File: config.mk
export PLATFORM = sky130hd
export DESIGN_NAME = mem_access
export DESIGN_NICKNAME = d
export VERILOG_FILES = /design/src/rtl/mem_pkg.sv /design/src/rtl/load_store_align.sv /design/src/rtl/mem_access.sv
export SDC_FILE = /design/constraint.sdc
export NUM_CORES = 1
export LEC_CHECK = 0
export CAP_MARGIN = 10
export CORE_MARGIN = 10
export CORE_UTILIZATION = 30
export CTS_BUF_LIST = sky130_fd_sc_hd__clkbuf_4
export CTS_CLUSTER_SIZE = 16
export DETAILED_ROUTE_END_ITERATION = 10
export GPL_ROUTABILITY_DRIVEN = 0
export PLACE_DENSITY_LB_ADDON = 0.05
export SYNTH_ARGS = -nofsm -noshare
export SYNTH_HDL_FRONTEND = slang
export SYNTH_HIERARCHICAL = 1
export SYNTH_SLANG_ARGS = --single-unit
File: constraint.sdc
create_clock -name i_clk -period 4.55 [get_ports i_clk]
set_input_delay 1.1375 -clock i_clk [delete_from_list [all_inputs] [get_ports i_clk]]
set_output_delay 1.1375 -clock i_clk [all_outputs]
set_load 0.05 [all_outputs]
File: src/rtl/mem_pkg.sv
// Shared encodings for the memory-access stage: transfer size codes, FSM states
// and the alignment rule used when accepting a request.
package mem_pkg;

    typedef enum logic [1:0] {
        SZ_BYTE = 2'b00,
        SZ_HALF = 2'b01,
        SZ_WORD = 2'b10,
        SZ_RSVD = 2'b11
    } size_e;

    typedef enum logic {
        ST_IDLE = 1'b0,
        ST_WAIT = 1'b1
    } state_e;

    function automatic logic is_aligned(input size_e sz, input logic [1:0] lo);
        logic ok;
        case (sz)
            SZ_BYTE: ok = 1'b1;
            SZ_HALF: ok = ~lo[0];
            SZ_WORD: ok = (lo == 2'b00);
            default: ok = 1'b0;
        endcase
        return ok;
    endfunction

endpackage

File: src/rtl/load_store_align.sv
// Byte-lane handling: store byte enables and data replication from the live
// request, load lane extraction and sign/zero extension from the captured request.
module load_store_align
    import mem_pkg::*;
(
    input  size_e       st_size_i,
    input  logic [1:0]  st_lo_i,
    input  logic [31:0] st_data_i,
    output logic [3:0]  st_be_o,
    output logic [31:0] st_wdata_o,
    input  size_e       ld_size_i,
    input  logic [1:0]  ld_lo_i,
    input  logic        ld_signed_i,
    input  logic [31:0] ld_rdata_i,
    output logic [31:0] ld_data_o
);

    logic [31:0] shifted;

    always_comb begin
        st_be_o    = '0;
        st_wdata_o = st_data_i;
        case (st_size_i)
            SZ_BYTE: begin
                st_be_o    = 4'b0001 << st_lo_i;
                st_wdata_o = {4{st_data_i[7:0]}};
            end
            SZ_HALF: begin
                st_be_o    = st_lo_i[1] ? 4'b1100 : 4'b0011;
                st_wdata_o = {2{st_data_i[15:0]}};
            end
            SZ_WORD: st_be_o = 4'b1111;
            default: st_be_o = '0;
        endcase
    end

    // Requests are aligned, so shifting by the byte offset lands the lane at bit 0.
    assign shifted = ld_rdata_i >> {ld_lo_i, 3'b000};

    always_comb begin
        ld_data_o = '0;
        case (ld_size_i)
            SZ_BYTE: ld_data_o = {{24{ld_signed_i & shifted[7]}}, shifted[7:0]};
            SZ_HALF: ld_data_o = {{16{ld_signed_i & shifted[15]}}, shifted[15:0]};
            SZ_WORD: ld_data_o = shifted;
            default: ld_data_o = '0;
        endcase
    end

endmodule

File: src/rtl/mem_access.sv
// Memory-access stage: runs one req/ack data-bus transaction per accepted
// execute result, with alignment checks, load extension and a bus timeout.
module mem_access
    import mem_pkg::*;
#(
    parameter int unsigned TIMEOUT = 16
) (
    input  logic        i_clk,
    input  logic        i_rst,
    input  logic        i_valid,
    input  logic        i_memRead,
    input  logic        i_memWrite,
    input  logic [1:0]  i_size,
    input  logic        i_signed,
    input  logic        i_nop,
    input  logic [31:0] i_ALUres,
    input  logic [31:0] i_op2,
    output logic        o_busy,
    output logic        o_done,
    output logic [31:0] o_result,
    output logic        o_err,
    output logic        o_mem_req,
    output logic        o_mem_we,
    output logic [31:0] o_mem_addr,
    output logic [3:0]  o_mem_be,
    output logic [31:0] o_mem_wdata,
    input  logic [31:0] i_mem_rdata,
    input  logic        i_mem_ack
);

    localparam int unsigned CW = (TIMEOUT < 2) ? 1 : $clog2(TIMEOUT);

    state_e      state_q, state_d;
    logic [CW-1:0] cnt_q, cnt_d;
    logic        req_q, req_d;
    logic        we_q, we_d;
    logic [31:0] addr_q, addr_d;
    logic [3:0]  be_q, be_d;
    logic [31:0] wdata_q, wdata_d;
    logic [1:0]  lo_q, lo_d;
    size_e       size_q, size_d;
    logic        sgn_q, sgn_d;
    logic        done_q, done_d;
    logic        err_q, err_d;
    logic [31:0] result_q, result_d;

    size_e       in_size;
    logic [3:0]  st_be;
    logic [31:0] st_wdata;
    logic [31:0] ld_data;
    logic        mem_op;
    logic        illegal;
    logic        timed_out;

    assign in_size = size_e'(i_size);

    load_store_align u_align (
        .st_size_i   (in_size),
        .st_lo_i     (i_ALUres[1:0]),
        .st_data_i   (i_op2),
        .st_be_o     (st_be),
        .st_wdata_o  (st_wdata),
        .ld_size_i   (size_q),
        .ld_lo_i     (lo_q),
        .ld_signed_i (sgn_q),
        .ld_rdata_i  (i_mem_rdata),
        .ld_data_o   (ld_data)
    );

    assign mem_op    = (i_memRead | i_memWrite) & ~i_nop;
    assign illegal   = (i_memRead & i_memWrite) | ~is_aligned(in_size, i_ALUres[1:0]);
    assign timed_out = (TIMEOUT != 0) && (cnt_q == CW'(TIMEOUT - 1));

    always_ff @(posedge i_clk or posedge i_rst) begin
        if (i_rst) begin
            state_q  <= ST_IDLE;
            cnt_q    <= '0;
            req_q    <= 1'b0;
            we_q     <= 1'b0;
            addr_q   <= '0;
            be_q     <= '0;
            wdata_q  <= '0;
            lo_q     <= '0;
            size_q   <= SZ_BYTE;
            sgn_q    <= 1'b0;
            done_q   <= 1'b0;
            err_q    <= 1'b0;
            result_q <= '0;
        end else begin
            state_q  <= state_d;
            cnt_q    <= cnt_d;
            req_q    <= req_d;
            we_q     <= we_d;
            addr_q   <= addr_d;
            be_q     <= be_d;
            wdata_q  <= wdata_d;
            lo_q     <= lo_d;
            size_q   <= size_d;
            sgn_q    <= sgn_d;
            done_q   <= done_d;
            err_q    <= err_d;
            result_q <= result_d;
        end
    end

    always_comb begin
        state_d  = state_q;
        cnt_d    = cnt_q;
        req_d    = req_q;
        we_d     = we_q;
        addr_d   = addr_q;
        be_d     = be_q;
        wdata_d  = wdata_q;
        lo_d     = lo_q;
        size_d   = size_q;
        sgn_d    = sgn_q;
        done_d   = 1'b0;
        err_d    = 1'b0;
        result_d = result_q;
        case (state_q)
            ST_IDLE: begin
                if (i_valid) begin
                    if (!mem_op) begin
                        done_d   = 1'b1;
                        result_d = i_ALUres;
                    end else if (illegal) begin
                        done_d   = 1'b1;
                        err_d    = 1'b1;
                        result_d = '0;
                    end else begin
                        state_d = ST_WAIT;
                        cnt_d   = '0;
                        req_d   = 1'b1;
                        we_d    = i_memWrite;
                        addr_d  = {i_ALUres[31:2], 2'b00};
                        be_d    = st_be;
                        wdata_d = st_wdata;
                        lo_d    = i_ALUres[1:0];
                        size_d  = in_size;
                        sgn_d   = i_signed;
                    end
                end
            end
            ST_WAIT: begin
                // Ack is checked first so an ack on the final allowed cycle still completes.
                if (i_mem_ack) begin
                    state_d  = ST_IDLE;
                    cnt_d    = '0;
                    req_d    = 1'b0;
                    we_d     = 1'b0;
                    done_d   = 1'b1;
                    result_d = we_q ? 32'h0 : ld_data;
                end else if (timed_out) begin
                    state_d  = ST_IDLE;
                    cnt_d    = '0;
                    req_d    = 1'b0;
                    we_d     = 1'b0;
                    done_d   = 1'b1;
                    err_d    = 1'b1;
                    result_d = '0;
                end else if (TIMEOUT != 0) begin
                    cnt_d = cnt_q + CW'(1);
                end
            end
            default: state_d = ST_IDLE;
        endcase
    end

    assign o_busy      = (state_q == ST_WAIT);
    assign o_done      = done_q;
    assign o_err       = err_q;
    assign o_result    = result_q;
    assign o_mem_req   = req_q;
    assign o_mem_we    = we_q;
    assign o_mem_addr  = addr_q;
    assign o_mem_be    = be_q;
    assign o_mem_wdata = wdata_q;

endmodule

# Word-level counts from Yosys, hierarchy flattened
# Cells that the tools add are included.
[word_totals]
register_bits = 112
output_inout_bits = 105
elab_cells = 88
[classes]
addsub = 1
n_eq_ne = 10
shift = 2
mux = 44
bitwise_logic = 11
reduce_logical = 7
[ops]
columns = ["op", "count"]
rows = [
  ["two-way mux 32 bit", 6],
  ["one-hot mux 32 bit (2 select lines)", 2],
  ["one-hot mux 32 bit (3 select lines)", 1],
  ["right shift 32 x 5 -> 32 bit", 1],
  ["two-way mux 4 bit", 6],
  ["two-way mux 1 bit", 21],
  ["one-hot mux 4 bit (3 select lines)", 1],
  ["one-hot mux 1 bit (2 select lines)", 5],
  ["one-hot mux 4 bit (2 select lines)", 1],
  ["AND reduction 4 bit", 2],
  ["zero test 2 bit", 3],
  ["!= test 2 bit (second input constant)", 3],
  ["AND reduction 3 bit", 2],
  ["inverter 1 bit", 5],
  ["adder 4 x 1 -> 4 bit (second input constant)", 1],
  ["bitwise AND 1 bit", 4],
  ["== test 2 x 1 -> 1 bit (second input constant)", 2],
  ["== test 2 bit (second input constant)", 2],
  ["== test 4 bit (second input constant)", 1],
  ["<< shifter 1 x 2 -> 4 bit (first input constant)", 1],
  ["!= test 3 x 2 -> 1 bit (second input constant)", 1],
  ["!= test 3 bit (second input constant)", 1],
  ["one-hot mux 1 bit (3 select lines)", 1],
  ["OR 1 bit", 2],
]

# Logic depth before layout (Yosys ltp)
[logic_depth]
ltp_word = 8
depth_mapped = 8

# Modules after synthesis
# Netlist, hierarchy kept.
[by_module_without_submodules]
columns = ["mod", "n_inst", "cells_each", "area_each_um2", "seq_area_each_um2"]
rows = [
  ["mem_access", 1, 313, 4983.5, 2802.7],
  ["load_store_align", 1, 167, 1182.4, 0.0],
]

# Worst setup path after synthesis
# Ideal clock, no wire load.
[synth_timing]
path_type = "input port to flip-flop"
startpoint = "in i_ALUres[1]"
endpoint = "reg lo_q[0]"
setup_ns = 0.125
arrival_ns = 2.577
t_required_ns = 4.425
setup_slack_ns = 1.848
path_stages = 6
path_cell_list = "or3_4 -> a211oi_2 -> and2b_1 -> buf_6 -> buf_12 -> mux2_4"
[synth_via]
elab_chain_len = 6
[synth_rtl]
columns = ["element", "line", "text"]
rows = [
  ["from (decl)", "mem_access.sv:16", "input logic [31:0] i_ALUres,"],
  ["zero test 2 bit", "mem_pkg.sv:22", "SZ_WORD: ok = (lo == 2'b00);"],
  ["one-hot mux 1 bit (3 select lines)", "mem_pkg.sv:19", "case (sz)"],
  ["inverter 1 bit", "mem_access.sv:71", "assign illegal = (i_memRead & i_memWrite) | ~is_aligned(in_size, i_ALUres[1:0]);"],
  ["OR 1 bit", "mem_access.sv:71", ""],
  ["inverter 1 bit (no source line)", "n/a", ""],
  ["AND reduction 4 bit (no source line)", "n/a", ""],
  ["to (signal assigned)", "mem_access.sv:97", "lo_q <= lo_d;"],
  ["to (decl)", "mem_access.sv:40", "logic [1:0] lo_q, lo_d;"],
]
# No other way between the ends.
# A chain may end at the register's enable or synchronous reset.

# Final worst setup path
[layout_timing]
startpoint = "reg state_q, in the netlist o_busy"
endpoint = "out o_busy"
[layout_lines]
columns = ["element", "line", "text"]
rows = [
  ["from (decl)", "mem_access.sv:33", "state_e state_q, state_d;"],
  ["from (signal assigned)", "mem_access.sv:90", "state_q <= state_d;"],
  ["to (decl)", "mem_access.sv:18", "output logic o_busy,"],
]
# No word-level cell between the ends.

==> impl_results.html <==
<table>
<tr><th>Metric</th><th>Value</th></tr>
<tr><th colspan="2">Power and ir drop</th></tr>
<tr><td>PD cells</td><td>about 520 nW/um^2</td></tr>
<tr><td>Part of the power in registers</td><td>33.2%</td></tr>
<tr><td>Clock share of power</td><td>12.1%</td></tr>
<tr><td>Total internal power</td><td>between 2 and 2.5 mW</td></tr>
<tr><td>Leakage power total</td><td>between 3 and 4 nW</td></tr>
<tr><td>Part of the power in combinational logic</td><td>54.7%</td></tr>
<tr><td>Switching fraction of total power</td><td>a little under half</td></tr>
<tr><td>Peak supply drop</td><td>around 0.00026 V</td></tr>
<tr><td>Net switching power</td><td>about 2 mW</td></tr>
<tr><th colspan="2">STA</th></tr>
<tr><td>Maximum operating frequency</td><td>approximately 330 MHz</td></tr>
<tr><td>Min Clock Period, post-route</td><td>between 3000 and 4000 ps</td></tr>
<tr><td>Slew at the pin closest to its max-slew limit</td><td>1040 ps</td></tr>
<tr><td>Period utilization</td><td>between 60% and 70%</td></tr>
<tr><td>Slew Limit Headroom</td><td>approximately 30%</td></tr>
<tr><td>Final number of max-transition violations</td><td>0</td></tr>
<tr><td>Summed negative setup slack over all endpoints</td><td>0 ps</td></tr>
<tr><td>Setup clock skew after layout</td><td>19.2 ps</td></tr>
<tr><td>Hold Violations, Final</td><td>0</td></tr>
<tr><td>Setup violators final</td><td>0</td></tr>
<tr><td>Setup repair after global routing missed its margin</td><td>no</td></tr>
<tr><th colspan="2">Floorplan</th></tr>
<tr><td>Number of top-level pins</td><td>approximately 210</td></tr>
<tr><td>DIE HEIGHT</td><td>163 um</td></tr>
<tr><td>Die width</td><td>roughly 160 um</td></tr>
<tr><td>Core Region</td><td>about 20,000 sq um</td></tr>
<tr><td>Number of placement rows</td><td>between 50 and 60</td></tr>
<tr><td>Starting density of the core</td><td>30.5%</td></tr>
<tr><td>Total Die Area</td><td>approximately 27,000 sq um</td></tr>
<tr><th colspan="2">Hold path</th></tr>
<tr><td>Startpoint of the tightest hold check path</td><td>cnt_q[3]$_DFFE_PP0P_</td></tr>
<tr><td>Type of the tightest min-delay check</td><td>flip-flop to flip-flop</td></tr>
<tr><th colspan="2">Drt</th></tr>
<tr><td>DR DRC count</td><td>0</td></tr>
<tr><td>Avg WL per Cell</td><td>approximately 21 um</td></tr>
<tr><td>Vias post-DR</td><td>between 4,000 and 5,000</td></tr>
<tr><td>Routed vias/inst</td><td>about 4.7</td></tr>
<tr><td>Post-detailed-route count of antenna-violating nets</td><td>0</td></tr>
<tr><td>WL final</td><td>a little under 20,000 um</td></tr>
<tr><td>DRT iter0 DRCs</td><td>270</td></tr>
<tr><td>First-pass detailed-route iteration total</td><td>6</td></tr>
<tr><th colspan="2">Yosys</th></tr>
<tr><td>Warnings from Yosys</td><td>6</td></tr>
<tr><td>Most used standard cells in the synthesized netlist</td><td>dfrtp_1 (112), mux2_4 (68), mux2_2 (58)</td></tr>
<tr><td>Count of flip-flops with a built-in enable after synthesis</td><td>0</td></tr>
<tr><td>Top-area cell type share of the netlist area</td><td>a little under half</td></tr>
<tr><td>Cell count after synthesis</td><td>480</td></tr>
<tr><td>Synth Area per Inst</td><td>12.8 sq um</td></tr>
<tr><td>Flops &amp; latches, synth</td><td>about 110</td></tr>
<tr><td>Dominant cell type by area after synthesis</td><td>dfrtp_1</td></tr>
<tr><td>Post-synth ARST share</td><td>between 90% and 100%</td></tr>
<tr><td>Count of different cell masters after synthesis</td><td>46</td></tr>
<tr><td>Most common flop cell mapped by yosys</td><td>dfrtp_1</td></tr>
<tr><td>Most common cell in the netlist</td><td>dfrtp_1</td></tr>
<tr><td>Syn Std Cell Area</td><td>between 6000 and 7000 sq um</td></tr>
<tr><td>Sequential fraction of the synthesis area</td><td>between 40% and 50%</td></tr>
<tr><td>Area contributors post-synth</td><td>dfrtp_1 (45%), mux2_4 (17%), mux2_2 (11%)</td></tr>
<tr><th colspan="2">Setup path</th></tr>
<tr><td>Worst reg2reg startpoint</td><td>lo_q[0]$_DFFE_PP0P_</td></tr>
<tr><td>Kind of cell adding the most delay to the critical path</td><td>buffers and inverters</td></tr>
<tr><td>Data arrival time of the worst path</td><td>roughly 1900 ps</td></tr>
<tr><td>Endpoint type of the worst setup path</td><td>output port</td></tr>
<tr><td>Timing startpoint of the critical path</td><td>o_busy$_DFF_PP0_</td></tr>
<tr><td>Worst setup SP type</td><td>flip-flop</td></tr>
<tr><td>Critical-path maximum fanout</td><td>12</td></tr>
<tr><td>Critical path cell sequence</td><td>clkdlybuf4s50_1</td></tr>
<tr><td>CP Buf/Inv Count</td><td>1</td></tr>
<tr><td>Required @ worst endpoint</td><td>~3400 ps</td></tr>
<tr><td>Crit-path max cell delay</td><td>870 ps</td></tr>
<tr><td>Critical setup path kind</td><td>flip-flop to output port</td></tr>
<tr><td>Cell with the biggest individual delay on the critical path</td><td>clkdlybuf4s50_1</td></tr>
<tr><th colspan="2">GRT</th></tr>
<tr><td>Via count of the first global-routing pass</td><td>~5,000</td></tr>
<tr><td>Number of antenna violations at the first check in global routing</td><td>1</td></tr>
<tr><td>Largest net degree at the start of global routing</td><td>84</td></tr>
<tr><td>Global route total overflow</td><td>0</td></tr>
<tr><td>Global-route wire length before repair</td><td>about 30,000 um</td></tr>
<tr><td>Global router's overall resource usage</td><td>14.6%</td></tr>
<tr><th colspan="2">Clock network</th></tr>
<tr><td>Number of CTS-inserted buffers</td><td>9</td></tr>
<tr><td>Clk root buf</td><td>clkbuf_4</td></tr>
<tr><td>TritonCTS sink count</td><td>around 110</td></tr>
<tr><td>TritonCTS clock tree</td><td>built</td></tr>
<tr><td>Number of levels in the clock H-tree</td><td>3</td></tr>
<tr><td>Post-cts sizing count</td><td>0</td></tr>
<tr><td>Number of buffers added to fix hold violations after cts</td><td>0</td></tr>
<tr><td>Later-pin clock latency in the skew report</td><td>510 ps</td></tr>
<tr><td>Maximum clock insertion buffer count</td><td>2</td></tr>
<tr><td>Post-CTS setup buffer count</td><td>0</td></tr>
<tr><td>Clock-pin slew of the registers on the worst-case setup and hold paths</td><td>around 180 ps</td></tr>
<tr><th colspan="2">Finish</th></tr>
<tr><td>Fraction of final layout cells with drive strength greater than 1</td><td>between 20% and 30%</td></tr>
<tr><td>Nets</td><td>774</td></tr>
<tr><td>Filler cell count</td><td>~1,900</td></tr>
<tr><td>Area growth syn-to-layout</td><td>37.9%</td></tr>
<tr><td>Utilization of the core after routing</td><td>a little over two fifths</td></tr>
<tr><th colspan="2">Run</th></tr>
<tr><td>Max Cap Viol</td><td>0</td></tr>
<tr><th colspan="2">Placed design</th></tr>
<tr><td>Sum of net half-perimeters after detailed placement</td><td>14,800 um</td></tr>
<tr><td>Port-buffer cells</td><td>about 210</td></tr>
<tr><th colspan="2">Run status</th></tr>
<tr><td>Run status</td><td>finished clean</td></tr>
</table>
==> cell families (layout without fill, tap and decap cells) <==
kind of cell | Yosys count | in the layout | share of synthesized area, %
AOI/OAI and AO/OA | 89 | 89 | 10.9
muxes | 153 | 153 | 31.5
xor gates and xnor gates | 2 | 2 | 0.284
and+or+nand+nor | 73 | 73 | 5.78
other | 1 | 3 | 0.0608
buffers and inverters | 49 | 240 | 5.82
adders and majority gates | 1 | 1 | 0.203
DFF | 112 | 112 | 45.5
==> layout by cell type (no fill, tap or decap), drive strengths merged, types with 3 or more instances in the layout <==
cell type      Yosys  routed
clkinv             0       5
mux2i             27      27
and2               3       3
o21ai             21      21
nand2b             4       4
buf               29      10
a22o              33      33
nor2              17      17
nand2             31      31
clkbuf            14       9
dfrtp            112     112
a21oi             10      10
nor3               3       3
or2                3       3
mux2             126     126
a221o              7       7
nor2b              3       3
clkdlybuf4s50      0     208
a211oi            10      10
inv                6       6
==> worst paths after layout <==
check | to | slack (ps) | cells after the start
worst max-delay path | o_busy | 1490 | 1
worst min-delay path | cnt_q[3]$_DFFE_PP0P_ | 510 | 1
worst max register to register | o_result[9]$_DFFE_PP0P_ | 1650 | 5
worst min register to register | cnt_q[3]$_DFFE_PP0P_ | 510 | 1
max in group asynchronous | o_result[0]$_DFFE_PP0P_ | 2760 | 3
min in group asynchronous | cnt_q[0]$_DFFE_PP0P_ | 970 | 2
==> metrics by stage <==
stage / hold WS [ps] / total power, mW / instance area (sq um) / setup WS, ps / instances
after floorplan: 450 / 3.09 / 6170 / 453 / 481
after CTS: 510 / 4.49 / 8500 / 1420 / 942
final: 507 / 4.42 / 8500 / 1490 / 943
after detailed placement: 488 / 3.93 / 8360 / 1010 / 926
after global routing: 531 / 4.64 / 8500 / 1370 / 943
after global placement: 466 / 3.92 / 8360 / 1050 / 926
==> layer usage <==
layer	track usage [%]	part of all wire, %	vias to the layer above
met4	4.26	1.3	0
met3	4.66	7.4	13
met1	18.2	44	2216
met2	23.7	47	130
li1	-	-	2103
met5	0	0	-
==> cell type report <==
| cell class | instances | area, sq um | share of cell area, % |
|---|---|---|---|
| clock inverters | 7 | 72.6 | 0.853 |
| inverters | 6 | 25.0 | 0.294 |
| diodes | 1 | 2.50 | 0.0294 |
| flip-flops and latches | 112 | 2800 | 33.0 |
| multi-input cells | 320 | 3010 | 35.4 |
| repair buffers | 218 | 2180 | 25.7 |
| well taps | 270 | 338 | 3.97 |
| clock buffers | 9 | 67.6 | 0.795 |
==> state kept, by name, summed over array words and instances, names as in the netlist <==
| name | cells |
|---|---|
| lo_q | 2 |
| o_result | 32 |
| o_mem_req | 1 |
| o_mem_we | 1 |
| o_done | 1 |
| o_busy | 1 |
| o_mem_addr | 30 |
| cnt_q | 4 |
| o_mem_wdata | 32 |
| sgn_q | 1 |
| size_q | 2 |
| o_mem_be | 4 |
| o_err | 1 |
==> power by group through the flow <==
stage | clock network [mW] | logic [mW] | registers (mW)
floorplan | 0 | 0.756 | 2.33
global placement | 0 | 2.44 | 1.48
detailed placement | 0 | 2.45 | 1.48
CTS | 0.561 | 2.45 | 1.47
global route | 0.594 | 2.54 | 1.51
finish | 0.535 | 2.42 | 1.47
(Power assumes the default switching activity.)
